<file path="config.mk">
export PLATFORM = sky130hd
export DESIGN_NAME = wgt_rf_loader
export DESIGN_NICKNAME = d
export VERILOG_FILES = /design/src/rtl/wgt_pkg.sv /design/src/rtl/wgt_rf_loader_ctr.sv /design/src/rtl/wgt_rf_loader.sv
export SDC_FILE = /design/constraint.sdc
export NUM_CORES = 1
export LEC_CHECK = 0
export CORE_MARGIN = 5
export CORE_UTILIZATION = 30
export CTS_CLUSTER_SIZE = 16
export DETAILED_ROUTE_END_ITERATION = 16
export PLACE_DENSITY = 0.48
export SLEW_MARGIN = 20
export SYNTH_ARGS = -nofsm -noshare
export SYNTH_HDL_FRONTEND = slang
export SYNTH_SLANG_ARGS = --single-unit
</file>
<file path="constraint.sdc">
create_clock -name clk -period 5.4 [get_ports clk]
set_clock_uncertainty 0.2 [all_clocks]
set_input_delay 1.62 -clock clk [delete_from_list [all_inputs] [get_ports clk]]
set_output_delay 1.62 -clock clk [all_outputs]
set_load 0.03 [all_outputs]
</file>
<file path="src/rtl/wgt_pkg.sv">
// Shared definitions for the weight shift-RF loader.
//   state_t        : loader FSM states (IDLE / LOAD / REPLAY / DONE)
//   DEF_*          : default parameter values for the loader and its counters
//   rep_cnt_width  : width of the replay-shift counter, wide enough for
//                    num_passes * buffer_size issued shifts
package wgt_pkg;

  typedef enum logic [1:0] {
    ST_IDLE   = 2'd0,
    ST_LOAD   = 2'd1,
    ST_REPLAY = 2'd2,
    ST_DONE   = 2'd3
  } state_t;

  localparam int DEF_DATA_WIDTH  = 8;
  localparam int DEF_BUFFER_SIZE = 27;
  localparam int DEF_ADDR_WIDTH  = 12;
  localparam int DEF_PASS_WIDTH  = 8;

  function automatic int rep_cnt_width(input int pass_width, input int buf_size);
    return pass_width + $clog2(buf_size);
  endfunction

endpackage

</file>
<file path="src/rtl/wgt_rf_loader_ctr.sv">
// Load-cycle and replay-shift counters for the weight RF loader.
// Ports:
//   clk, rst_n    clock / synchronous active-low reset
//   clr           clear both counters (held while the loader is idle)
//   load_inc      count one LOAD cycle
//   rep_inc       request one replay shift (ignored once the target is reached)
//   num_passes    captured pass count; target = num_passes * BUFFER_SIZE shifts
//   load_rd_last  current LOAD cycle issues the last SRAM read
//   load_end      current LOAD cycle is the last one (holds the last load shift)
//   rep_end       all replay shifts have been issued
module wgt_rf_loader_ctr
  import wgt_pkg::*;
#(
  parameter int BUFFER_SIZE = DEF_BUFFER_SIZE,
  parameter int PASS_WIDTH  = DEF_PASS_WIDTH
) (
  input  logic                  clk,
  input  logic                  rst_n,
  input  logic                  clr,
  input  logic                  load_inc,
  input  logic                  rep_inc,
  input  logic [PASS_WIDTH-1:0] num_passes,
  output logic                  load_rd_last,
  output logic                  load_end,
  output logic                  rep_end
);

  // LOAD spans BUFFER_SIZE+2 cycles, so the counter must reach BUFFER_SIZE+1.
  localparam int LW = $clog2(BUFFER_SIZE + 3);
  localparam int RW = rep_cnt_width(PASS_WIDTH, BUFFER_SIZE);

  logic [LW-1:0] load_cnt;
  logic [RW-1:0] rep_cnt;
  logic [RW-1:0] rep_total;

  assign rep_total    = RW'(num_passes) * RW'(BUFFER_SIZE);
  assign load_rd_last = (load_cnt == LW'(BUFFER_SIZE - 1));
  assign load_end     = (load_cnt == LW'(BUFFER_SIZE + 1));
  assign rep_end      = (rep_cnt == rep_total);

  // Counter state: both counters saturate at their terminal value.
  always_ff @(posedge clk) begin
    if (!rst_n) begin
      load_cnt <= {LW{1'b0}};
      rep_cnt  <= {RW{1'b0}};
    end else if (clr) begin
      load_cnt <= {LW{1'b0}};
      rep_cnt  <= {RW{1'b0}};
    end else begin
      if (load_inc && !load_end) begin
        load_cnt <= load_cnt + LW'(1);
      end else begin
        load_cnt <= load_cnt;
      end
      if (rep_inc && !rep_end) begin
        rep_cnt <= rep_cnt + RW'(1);
      end else begin
        rep_cnt <= rep_cnt;
      end
    end
  end

endmodule

</file>
<file path="src/rtl/wgt_rf_loader.sv">
// Transmit side of the weight shift-RF interface. Fetches BUFFER_SIZE weights
// from SRAM, shifts them into the RF with select_wgt=1, then issues
// recirculating shifts (select_wgt=0) so the RF streams the set num_passes times.
// Ports:
//   clk, rst_n       clock / synchronous active-low reset
//   start            1-cycle request, sampled only in IDLE (captures base_addr, num_passes)
//   abort            return to IDLE on the next cycle from any state
//   base_addr        SRAM address of word 0
//   num_passes       number of replay passes (0 = load only)
//   replay_en        consumer ready; one replay shift per cycle while high
//   mem_rd_en        SRAM read strobe
//   mem_addr         SRAM read address
//   mem_rd_data      SRAM data, valid one cycle after mem_rd_en
//   select_wgt       to RF: 1 = load data_out, 0 = recirculate
//   wgt_RF_shift_en  to RF shift enable
//   data_out         to RF data_in
//   rf_data_valid    RF output holds a replayed weight this cycle
//   busy             high in LOAD, REPLAY and DONE
//   done             1-cycle completion pulse
module wgt_rf_loader
  import wgt_pkg::*;
#(
  parameter int DATA_WIDTH  = DEF_DATA_WIDTH,
  parameter int BUFFER_SIZE = DEF_BUFFER_SIZE,
  parameter int ADDR_WIDTH  = DEF_ADDR_WIDTH,
  parameter int PASS_WIDTH  = DEF_PASS_WIDTH
) (
  input  logic                  clk,
  input  logic                  rst_n,
  input  logic                  start,
  input  logic                  abort,
  input  logic [ADDR_WIDTH-1:0] base_addr,
  input  logic [PASS_WIDTH-1:0] num_passes,
  input  logic                  replay_en,
  output logic                  mem_rd_en,
  output logic [ADDR_WIDTH-1:0] mem_addr,
  input  logic [DATA_WIDTH-1:0] mem_rd_data,
  output logic                  select_wgt,
  output logic                  wgt_RF_shift_en,
  output logic [DATA_WIDTH-1:0] data_out,
  output logic                  rf_data_valid,
  output logic                  busy,
  output logic                  done
);

  state_t                state;
  logic [PASS_WIDTH-1:0] passes;
  logic                  rd_pending;   // SRAM data arrives this cycle
  logic                  load_rd_last;
  logic                  load_end;
  logic                  rep_end;
  logic                  ctr_clr;
  logic                  load_inc;
  logic                  rep_inc;

  assign ctr_clr  = (state == ST_IDLE);
  assign load_inc = (state == ST_LOAD);
  assign rep_inc  = (state == ST_REPLAY) && replay_en;

  wgt_rf_loader_ctr #(
    .BUFFER_SIZE (BUFFER_SIZE),
    .PASS_WIDTH  (PASS_WIDTH)
  ) u_ctr (
    .clk          (clk),
    .rst_n        (rst_n),
    .clr          (ctr_clr),
    .load_inc     (load_inc),
    .rep_inc      (rep_inc),
    .num_passes   (passes),
    .load_rd_last (load_rd_last),
    .load_end     (load_end),
    .rep_end      (rep_end)
  );

  // Loader FSM with all outputs registered.
  always_ff @(posedge clk) begin
    if (!rst_n || abort) begin
      state           <= ST_IDLE;
      passes          <= rst_n ? passes : {PASS_WIDTH{1'b0}};
      rd_pending      <= 1'b0;
      mem_rd_en       <= 1'b0;
      mem_addr        <= {ADDR_WIDTH{1'b0}};
      select_wgt      <= 1'b0;
      wgt_RF_shift_en <= 1'b0;
      data_out        <= {DATA_WIDTH{1'b0}};
      rf_data_valid   <= 1'b0;
      busy            <= 1'b0;
      done            <= 1'b0;
    end else begin
      case (state)
        ST_IDLE: begin
          rd_pending      <= 1'b0;
          select_wgt      <= 1'b0;
          wgt_RF_shift_en <= 1'b0;
          data_out        <= {DATA_WIDTH{1'b0}};
          rf_data_valid   <= 1'b0;
          done            <= 1'b0;
          if (start) begin
            state     <= ST_LOAD;
            passes    <= num_passes;
            mem_rd_en <= 1'b1;
            mem_addr  <= base_addr;
            busy      <= 1'b1;
          end else begin
            state     <= ST_IDLE;
            passes    <= passes;
            mem_rd_en <= 1'b0;
            mem_addr  <= {ADDR_WIDTH{1'b0}};
            busy      <= 1'b0;
          end
        end

        ST_LOAD: begin
          busy          <= 1'b1;
          rf_data_valid <= 1'b0;
          // Read k is issued in LOAD cycle k; its data is registered one
          // cycle later, so the matching load shift appears in cycle k+2.
          rd_pending    <= mem_rd_en;
          if (mem_rd_en && !load_rd_last) begin
            mem_rd_en <= 1'b1;
            mem_addr  <= mem_addr + ADDR_WIDTH'(1);   // wraps modulo 2^ADDR_WIDTH
          end else begin
            mem_rd_en <= 1'b0;
            mem_addr  <= {ADDR_WIDTH{1'b0}};
          end
          if (rd_pending) begin
            data_out        <= mem_rd_data;
            select_wgt      <= 1'b1;
            wgt_RF_shift_en <= 1'b1;
          end else begin
            data_out        <= {DATA_WIDTH{1'b0}};
            select_wgt      <= 1'b0;
            wgt_RF_shift_en <= 1'b0;
          end
          if (load_end) begin
            if (passes == {PASS_WIDTH{1'b0}}) begin
              state <= ST_DONE;
              done  <= 1'b1;
            end else begin
              state <= ST_REPLAY;
              done  <= 1'b0;
            end
          end else begin
            state <= ST_LOAD;
            done  <= 1'b0;
          end
        end

        ST_REPLAY: begin
          busy          <= 1'b1;
          rd_pending    <= 1'b0;
          mem_rd_en     <= 1'b0;
          mem_addr      <= {ADDR_WIDTH{1'b0}};
          select_wgt    <= 1'b0;
          data_out      <= {DATA_WIDTH{1'b0}};
          // Only recirculating shifts are issued here, so the RF output is
          // valid exactly one cycle after each visible shift.
          rf_data_valid <= wgt_RF_shift_en;
          if (rep_end) begin
            wgt_RF_shift_en <= 1'b0;
            state           <= ST_DONE;
            done            <= 1'b1;
          end else begin
            wgt_RF_shift_en <= replay_en;
            state           <= ST_REPLAY;
            done            <= 1'b0;
          end
        end

        ST_DONE: begin
          state           <= ST_IDLE;
          rd_pending      <= 1'b0;
          mem_rd_en       <= 1'b0;
          mem_addr        <= {ADDR_WIDTH{1'b0}};
          select_wgt      <= 1'b0;
          wgt_RF_shift_en <= 1'b0;
          data_out        <= {DATA_WIDTH{1'b0}};
          rf_data_valid   <= 1'b0;
          busy            <= 1'b0;
          done            <= 1'b0;
        end

        default: begin
          state           <= ST_IDLE;
          rd_pending      <= 1'b0;
          mem_rd_en       <= 1'b0;
          mem_addr        <= {ADDR_WIDTH{1'b0}};
          select_wgt      <= 1'b0;
          wgt_RF_shift_en <= 1'b0;
          data_out        <= {DATA_WIDTH{1'b0}};
          rf_data_valid   <= 1'b0;
          busy            <= 1'b0;
          done            <= 1'b0;
        end
      endcase
    end
  end

endmodule

</file>
=== Word-level counts from Yosys, hierarchy flattened ===
Cells that the tools add are included.

* Reduce and logical (&&, ||, !) cells: 20
* Bitwise operators: 1
* $mul: 1
* Mux-type cells: 28
* Eq/ne operators: 7
* Add/sub/neg operators: 3

{| class="wikitable"
|+ Operator list
! cell !! count
|-
| 8-bit 2-to-1 mux || 5
|-
| 12-bit one-hot mux with 3 select lines || 1
|-
| 12-bit 2-to-1 mux || 2
|-
| 8-bit one-hot mux with 2 select lines || 1
|-
| 13-bit by 1-bit adder with 13-bit output (second input constant) || 1
|-
| 13-bit == test || 1
|-
| 8-bit by 5-bit multiplier with 13-bit output (second input constant) || 1
|-
| 12-bit by 1-bit adder with 12-bit output (second input constant) || 1
|-
| 1-bit one-hot mux with 3 select lines || 4
|-
| 5-bit == test (second input constant) || 2
|-
| 1-bit 2-to-1 mux || 10
|-
| 8-bit zero test || 1
|-
| 2-bit one-hot mux with 4 select lines || 1
|-
| 2-bit OR reduction || 4
|-
| 1-bit one-hot mux with 2 select lines || 3
|-
| 3-bit OR reduction || 2
|-
| 5-bit by 1-bit adder with 5-bit output (second input constant) || 1
|-
| 2-bit == test (second input constant) || 2
|-
| 1-bit logical AND || 4
|-
| 1-bit zero test || 4
|-
| 2-bit nonzero test || 2
|-
| 3-bit AND reduction || 1
|-
| 2-bit by 1-bit == test with 1-bit output (second input constant) || 1
|-
| 2-bit zero test || 1
|-
| other kinds (4) || 4
|}

* Input bits: 33
* Flip-flop bits (word level): 55

=== Depth between registers and ports, before layout ===
* Depth after elaboration: 5
* Gate-level depth with buffers: 18

=== By module ===
A second synthesis with hierarchy kept.

* Cells, all modules: 376
* Area, all modules: 3482.1 µm²

{| class="wikitable"
|+ Modules (own cells, without submodules)
! module !! sequential area each (µm²) !! cells an instance !! area an instance (µm²) !! times used
|-
| wgt_rf_loader_ctr || 360.3 || 225 || 1961.9 || 1
|-
| wgt_rf_loader || 820.8 || 151 || 1520.2 || 1
|}

=== Worst setup path after synthesis ===
OpenSTA, ideal clock, no wires.

* Path type: register -> register
* Start point: register passes[2]
* End point: register u_ctr.rep_cnt[2]
* Period minus slack after synthesis: 4.129 ns
* Slack: 1.271 ns
* Required time: 5.141 ns
* Stages on the path, launching flop included: 14
* Setup time: 0.059 ns
* Data arrival time: 3.870 ns
* Path through: edfxtp_1 ha_1 fa_1 fa_1 ha_1 a21oi_1 o21ai_2 a31o_4 a41oi_2 mux2i_1 nor4_4 buf_6 or4_1 nand2_1

* Cells in the longest elaborated chain, start to end: 4

{| class="wikitable"
|+ RTL lines
! what !! RTL line !! RTL
|-
| from (decl) || wgt_rf_loader.sv:47 || <nowiki>logic [PASS_WIDTH-1:0] passes;</nowiki>
|-
| from (signal assigned) || wgt_rf_loader.sv:79 || <nowiki>passes <= rst_n ? passes : {PASS_WIDTH{1'b0}};</nowiki>
|-
| from (signal assigned) || wgt_rf_loader.sv:100 || <nowiki>passes <= num_passes;</nowiki>
|-
| from (signal assigned) || wgt_rf_loader.sv:106 || <nowiki>passes <= passes;</nowiki>
|-
| 8-bit by 5-bit multiplier with 13-bit output || wgt_rf_loader_ctr.sv:36 || <nowiki>assign rep_total = RW'(num_passes) * RW'(BUFFER_SIZE);</nowiki>
|-
| 13-bit == test || wgt_rf_loader_ctr.sv:39 || <nowiki>assign rep_end = (rep_cnt == rep_total);</nowiki>
|-
| 1-bit zero test || wgt_rf_loader_ctr.sv:55 || <nowiki>if (rep_inc && !rep_end) begin</nowiki>
|-
| 1-bit logical AND || wgt_rf_loader_ctr.sv:55 ||
|-
| to (signal assigned) || wgt_rf_loader_ctr.sv:45 || <nowiki>rep_cnt <= {RW{1'b0}};</nowiki>
|-
| to (signal assigned) || wgt_rf_loader_ctr.sv:56 || <nowiki>rep_cnt <= rep_cnt + RW'(1);</nowiki>
|-
| to (signal assigned) || wgt_rf_loader_ctr.sv:58 || <nowiki>rep_cnt <= rep_cnt;</nowiki>
|-
| to (decl) || wgt_rf_loader_ctr.sv:33 || <nowiki>logic [RW-1:0] rep_cnt;</nowiki>
|}

Every way passes these cells.
A chain may end at the register's enable or synchronous reset.

=== Final worst setup path ===
* Start point: register passes[2]
* End point: register u_ctr.rep_cnt[9]

Same word-level chain as after synthesis.

==> qor.csv <==
stage,metric,value,unit
yosys,register area share after synthesis,32.0,%
timing,Setup TNS,0,ps
cts,htree depth,2,
timing,Rel. slew slack,41.5,%
yosys,Main synth FF type,dfxtp_1,
cts,CTS tree,done,
timing,Slew Limit Fails,0,
cts,clock buffer depth,2,
yosys,post-synthesis compound-gate area fraction,12.9,%
global_route,vias in the first global route,2909,
yosys,Mapped Nets,483,
cts,CTS resizes,0,
hold_path,Min-Delay Path Class,reg2reg,
yosys,largest family of logic cells by synthesized area,simple AND/OR/NAND/NOR gates,
detailed_routing,DRC viols,0,
die,core area,0.0121,mm²
layout,# nets final,538,
run,maxcap violations,0,
global_route,total global routing overflow,0,
detailed_routing,vias per cell,4.82,
yosys,XOR/XNOR Fraction of Synth Area,7.12,%
global_route,Overall Global Routing Usage,12.2,%
detailed_routing,drt total wl,8.82,mm
yosys,"Async S/R FF share, synth",0,%
layout,Final Util,38.0,%
timing,f_max,224,MHz
cts,# clock sinks,55,
timing,RSZ-0062 raised after global routing,false,
timing,Tcrit/Tclk final,82.8,%
yosys,area share of fa/ha/maj cells after synthesis,17.7,%
cts,hold-fix buffers at CTS,0,
global_route,largest net degree at the start of global routing,28,
detailed_routing,via count,3020,
cts,clock root buffer,clkbuf_16,
timing,min Tclk post-route,4470,ps
pwr,P_leak,1.87,nW
detailed_routing,Final ANT Viol Nets,0,
yosys,"Distinct cells, synth",58,
yosys,Post-Syn Area,0.00369,mm²
cts,CTS buffer count,5,
die,row cnt,40,
setup_path,CP Class,reg2reg,
die,chip height,121,µm
yosys,Syn Area/Cell,9.18,µm²
detailed_routing,Initial DRC Count,180,
timing,final worst slack,929,ps
layout,ANT cells,0,
run_status,status,completed,
pwr,Peak supply drop,0.000129,V
die,Die Area,0.0146,mm²
placement,pre-CTS setup slack,910,ps
yosys,Ys Warns,0,
setup_path,CP startpoint,passes[2],
layout,Layout area overhead,24.1,%
cts,clock-pin slew of the registers on the worst-case setup and hold paths,70,ps
die,Initial Utilization,30.6,%
yosys,Post-Synthesis Cells,402,
die,Die Wd,121,µm
yosys,Post-synth EDFFs,8,
yosys,Yosys reg bits,55,
detailed_routing,routed len/inst,14.1,µm
timing,final setup violation count,0,
placement,post-DP HPWL,6.99,mm
layout,fraction of layout instances using a drive strength above 1,6.11,%
setup_path,Critical Path End Type,flip-flop,
timing,"Hold Vio Cnt, Final",0,
die,IO Pins,59,
placement,Post-Place Cells,618,
setup_path,CP Data Required Time,5420,ps
timing,Slew @ Worst Pin,876,ps
detailed_routing,DR pass1 iterations,6,
setup_path,Worst EP arrival,4490,ps
setup_path,Critical Path Start Type,flip-flop,
pwr,pwr dens,267,mW/mm²
global_route,initial antenna violation count,0,
placement,Placer Congestion,0.827,
setup_path,R2R Path Start,passes[2],
cts,Post-CTS Setup Bufs,0,
placement,Buffers on Ports,58,
cts,clock latency on the worst-skew pair,300,ps
yosys,mux share of post-synthesis cell area,0.847,%
hold_path,hold wc startpoint,wgt_RF_shift_en,
layout,final cell count without fillers,626,
yosys,Simple-Gate Fraction of Synth Area,24.8,%
global_route,first-pass GRT wire length,14.7,mm
setup_path,Crit Path Max Fanout,27,
[critical path, stage by stage (launching register included)]
cell and delay [ps]:
edfxtp_1 470, ha_1 360, fa_1 540, fa_1 420, ha_1 390, a21oi_1 190, o21ai_2 110, a31o_4 270
a41oi_2 200, mux2i_1 300, nor4_4 80, buf_4 220, or4_1 510, a21oi_1 150
[cells in the mapped netlist, types with 4 or more instances]
master | instances | area share (%)
xnor2_1 | 17 | 4.0
and2_1 | 15 | 2.5
or3_1 | 5 | 0.85
inv_1 | 19 | 1.9
clkbuf_1 | 7 | 0.71
a21oi_1 | 12 | 1.6
nand3_1 | 14 | 1.9
and3_1 | 13 | 2.2
nor2_1 | 33 | 3.4
nor3_1 | 4 | 0.54
nand4_1 | 10 | 1.7
ha_1 | 41 | 14
edfxtp_1 | 8 | 6.5
dfxtp_1 | 47 | 25
fa_1 | 7 | 3.8
o21ai_0 | 9 | 1.2
o21ai_1 | 7 | 0.95
nand2b_1 | 6 | 1.0
nand2_1 | 36 | 3.7
a22oi_1 | 12 | 2.4
xor2_1 | 13 | 3.1
nor2b_1 | 4 | 0.68
o211ai_1 | 5 | 1.0
or4_1 | 12 | 2.4
nor4_1 | 4 | 0.68
[final timing paths]
kind,endpoint,slack (ps),cells after the start
max,u_ctr.rep_cnt[9],930,13
min,rf_data_valid,260,2
max reg2reg,u_ctr.rep_cnt[9],930,13
min reg2reg,rf_data_valid,260,2
[flip-flops by register name, summed over array words and instances, names as in the netlist, named ones only]
name,cells
mem_rd_en,1
rd_pending,1
data_out,8
busy,1
passes,8
rf_data_valid,1
wgt_RF_shift_en,1
state,1
mem_addr,12
done,1
select_wgt,1
u_ctr.rep_cnt,13
u_ctr.load_cnt,5
[cell type report]
class	count	area, µm²
clock buffer	5	125
clock inverter	3	46.3
fill	1251	7480
inverter	19	71.3
multi-input combinational	314	2340
sequential	55	1180
tap	168	210
timing repair buffer	62	611
[where the power goes]
part / leakage, nW / internal (mW) / switching [mW]
registers: 0.464 / 0.423 / 0.0104
logic: 1.32 / 0.187 / 0.222
clock network: 0.0804 / 0.221 / 0.158
total: 1.87 / 0.831 / 0.390
[layer usage]
metal	GRT usage [%]	vias to the layer above	part of all wire [%]	wire length, µm
li1	-	1546	-	-
met1	16.5	1407	47	4160
met2	20.1	58	48	4190
met3	2.61	9	4.2	367
met4	2.83	0	1.2	106
met5	0	-	0	0
[logic make-up (layout without fill, tap and decap cells)]
family,after synthesis,after routing
simple gates,167,167
compound gates,66,66
flops,55,55
fa+ha+maj,48,48
buf+inv,33,89
xor+xnor,30,30
mux,3,3
[cells in the final DEF, fill, tap and decap left out, types with 2 or more instances in the layout]
master / instances
inv_1: 19
nand2b_1: 6
a22oi_1: 12
nand2_1: 36
nor2_1: 33
mux2i_1: 2
and4_1: 2
a41oi_2: 2
a21oi_1: 12
clkdlybuf4s50_1: 58
o311ai_0: 2
edfxtp_1: 8
and3_1: 13
o21ai_0: 9
ha_1: 41
clkbuf_16: 5
xor2_1: 13
nor2b_1: 4
nand3_1: 14
o21ai_1: 7
xnor2_1: 17
dfxtp_1: 47
o211ai_1: 5
buf_4: 4
fa_1: 7
or3_1: 5
a21o_1: 2
or4_1: 12
and2_1: 15
nor4_1: 4
a21oi_2: 2
nor3_1: 4
nand4_1: 10
and3_2: 2
[stage by stage]
stage / hold slack (ps) / cell area [µm²] / total power [mW]
2_1_floorplan: 257 / 3690 / 0.763
3_3_place_gp: 257 / 4410 / 0.851
3_5_place_dp: 255 / 4410 / 0.851
4_1_cts: 266 / 4580 / 1.23
5_1_grt: 297 / 4580 / 1.30
6_report: 263 / 4580 / 1.22
No activity file was read; power rests on OpenSTA's default activity.
==> patch: new RTL, same flow settings <==
Re-encode `state_t` (4 states) as Gray code, 2 bits wide.
--- a/src/rtl/wgt_pkg.sv
+++ b/src/rtl/wgt_pkg.sv
@@ -6,10 +6,10 @@
 package wgt_pkg;
 
   typedef enum logic [1:0] {
-    ST_IDLE   = 2'd0,
-    ST_LOAD   = 2'd1,
-    ST_REPLAY = 2'd2,
-    ST_DONE   = 2'd3
+    ST_IDLE   = 2'b00,
+    ST_LOAD   = 2'b01,
+    ST_REPLAY = 2'b11,
+    ST_DONE   = 2'b10
   } state_t;
 
   localparam int DEF_DATA_WIDTH  = 8;
Check against the original RTL: no difference found for any inputs over 10 cycles, from zero or initial values; not proved beyond that.
==> patch against the original RTL <==
Worst setup slack got worse by 0.38 ns; maximum frequency down 7.8%; synthesized area fell by 4.2%; cell area is 3.7% lower; non-clock buffer count down 2; wire length is 1.0% higher; total power shrank 1.6%; sequential cell count is the same; critical endpoint is now u_ctr.rep_cnt[11]; largest cell class unchanged; largest power group unchanged.
==> patch: results (changes against the original RTL) <==
status=finished, final reports clean; Top Registers=u_ctr.rep_cnt x13, mem_addr x12; Yosys warning count=0 (unchanged); WL met3=398 um (+8.4%); dpl cells=583 (-5.7%); Via density=5.06 (+4.8%); clk_lat worst skew=0.29 ns; Final nets=528 (-1.9%); H-tree depth reported by CTS=2 (unchanged); Antenna diodes=0 (unchanged); Max Root-Sink Buffers=2 (unchanged); Worst-Margin Slew=0.796 ns (-0.0805 ns); Clock Pin Slew Worst Setup and Hold Paths=0.08 ns; IO buf count=58 (unchanged); First-pass DRT Iterations=4 (-2); Num CTS Buffers=5 (unchanged); CTS resizes=0 (unchanged); Yosys cell types=48 (-17%); largest net degree at the start of global routing=22 (-21%); Mapped Nets=475 (-1.7%); vias in the first global route=3,022 (+3.9%); CP max FO=21 (-22%); Top Layer Used=met4; Pleak=1.79 nW (-4.1%); layout cell share with drive strength beyond 1=0.0246 (-0.0366); Mean Syn Cell Area=8.98 um2 (-2.3%); Peak VDD IR=0.000128 V (-1.4%); hold wc startpoint=rd_pending; wire length on met2=4410 um (+5.2%); Placer Congestion=0.853 (+3.1%); Primary FF master, synth=dfxtp_1; Slowest cell on crit path=fa_1; met1 wire length=4060 um (-2.3%); total track usage=0.128 (+0.00586); Post-synth EDFFs=8 (unchanged); max reg flops=13 (unchanged); Placed Area=4240 um2 (-3.9%); ys async rst share=0 (unchanged); post-CTS setup buffer count=0 (unchanged); RR Startpoint=passes[4]; total wire length=8910 um (+1.0%); max incr delay on CP=0.54 ns (about the same); # setup viols final=0 (unchanged); 1st-iter DRT viols=177 (-1.7%); register area share after synthesis=0.334 (+0.0140); Area contributors post-synth=dfxtp_1 (27%), ha_1 (15%), edfxtp_1 (6.8%); global-route wire length before repair=15,200 um (+3.1%); non-filler instance count after layout=591 (-5.6%); Commonest cells post-synth=dfxtp_1 (47), ha_1 (41), nand2_1 (37), nor2_1 (23), a21oi_1 (22); crit path launch type=flop; hpwl dp=7110 um (+1.7%); crit path DAT=4.79 ns (+0.30 ns); Site Rows=39 (-2.5%); antenna violations before repair=0 (unchanged); Hold/Removal Path Class=flop to flop
[patch: changes by cell type after synthesis, moves of 5 or more]
cell	unedited run	this run
a21oi_1	12	22
a22oi_1	12	0
nand4_1	10	15
nor2_1	33	23
o21ai_0	9	19
[patch: layout make-up]
cell class / instances / area, um2
multi-input combinational: 304 / 2200
fill: 1154 / 7060
timing repair buffer: 60 / 596
tap: 143 / 179
inverter: 21 / 78.8
clock buffer: 7 / 164
sequential: 55 / 1180
clock inverter: 1 / 8.76
[patch: cells by family after synthesis]
kind of cell | Yosys count | synth area share
multiplexers | 3 | 0.00884
buffers and inverters | 35 | 0.0432
XOR/XNOR | 29 | 0.0718
AND/OR/NAND/NOR | 146 | 0.216
AO/OA/AOI/OAI | 78 | 0.142
adder cells (fa/ha/maj) | 48 | 0.185
flip-flops | 55 | 0.334
[patch: per-stage QoR]
step                      power (mW)  setup slack (ns)  utilization
final                           1.20             0.552        0.385
after global routing            1.28             0.277        0.385
after CTS                       1.22             0.541        0.385
after detailed placement       0.845             0.568        0.370
after global placement         0.846             0.584        0.370
after floorplan                0.743             0.834            -
[patch: metal layers]
layer,up-vias,track usage
met1,1425,0.168
met2,56,0.216
met5,-,0
li1,1505,-
met4,0,0.0276
met3,2,0.0282
[patch: power by group]
group / switching, mW / total (mW) / internal (mW)
Sequential: 0.0113 / 0.435 / 0.424
Clock: 0.152 / 0.366 / 0.215
Combinational: 0.228 / 0.400 / 0.173
[patch: path summary, 6_finish.rpt]
kind / depth (start not counted) / slack (ns) / endpoint
min: 2 / 0.28 / wgt_RF_shift_en
min reg2reg: 2 / 0.28 / wgt_RF_shift_en
max: 13 / 0.55 / u_ctr.rep_cnt[11]
max reg2reg: 13 / 0.55 / u_ctr.rep_cnt[11]
[patch: worst max-delay path, delay by kind of cell, from the launching register on]
family | cells | cell delay, ns
AOI/OAI and AO/OA | 4 | 0.96
adders and majority gates | 4 | 1.78
buffers and inverters | 1 | 0.27
DFF | 1 | 0.52
and+or+nand+nor | 4 | 0.96
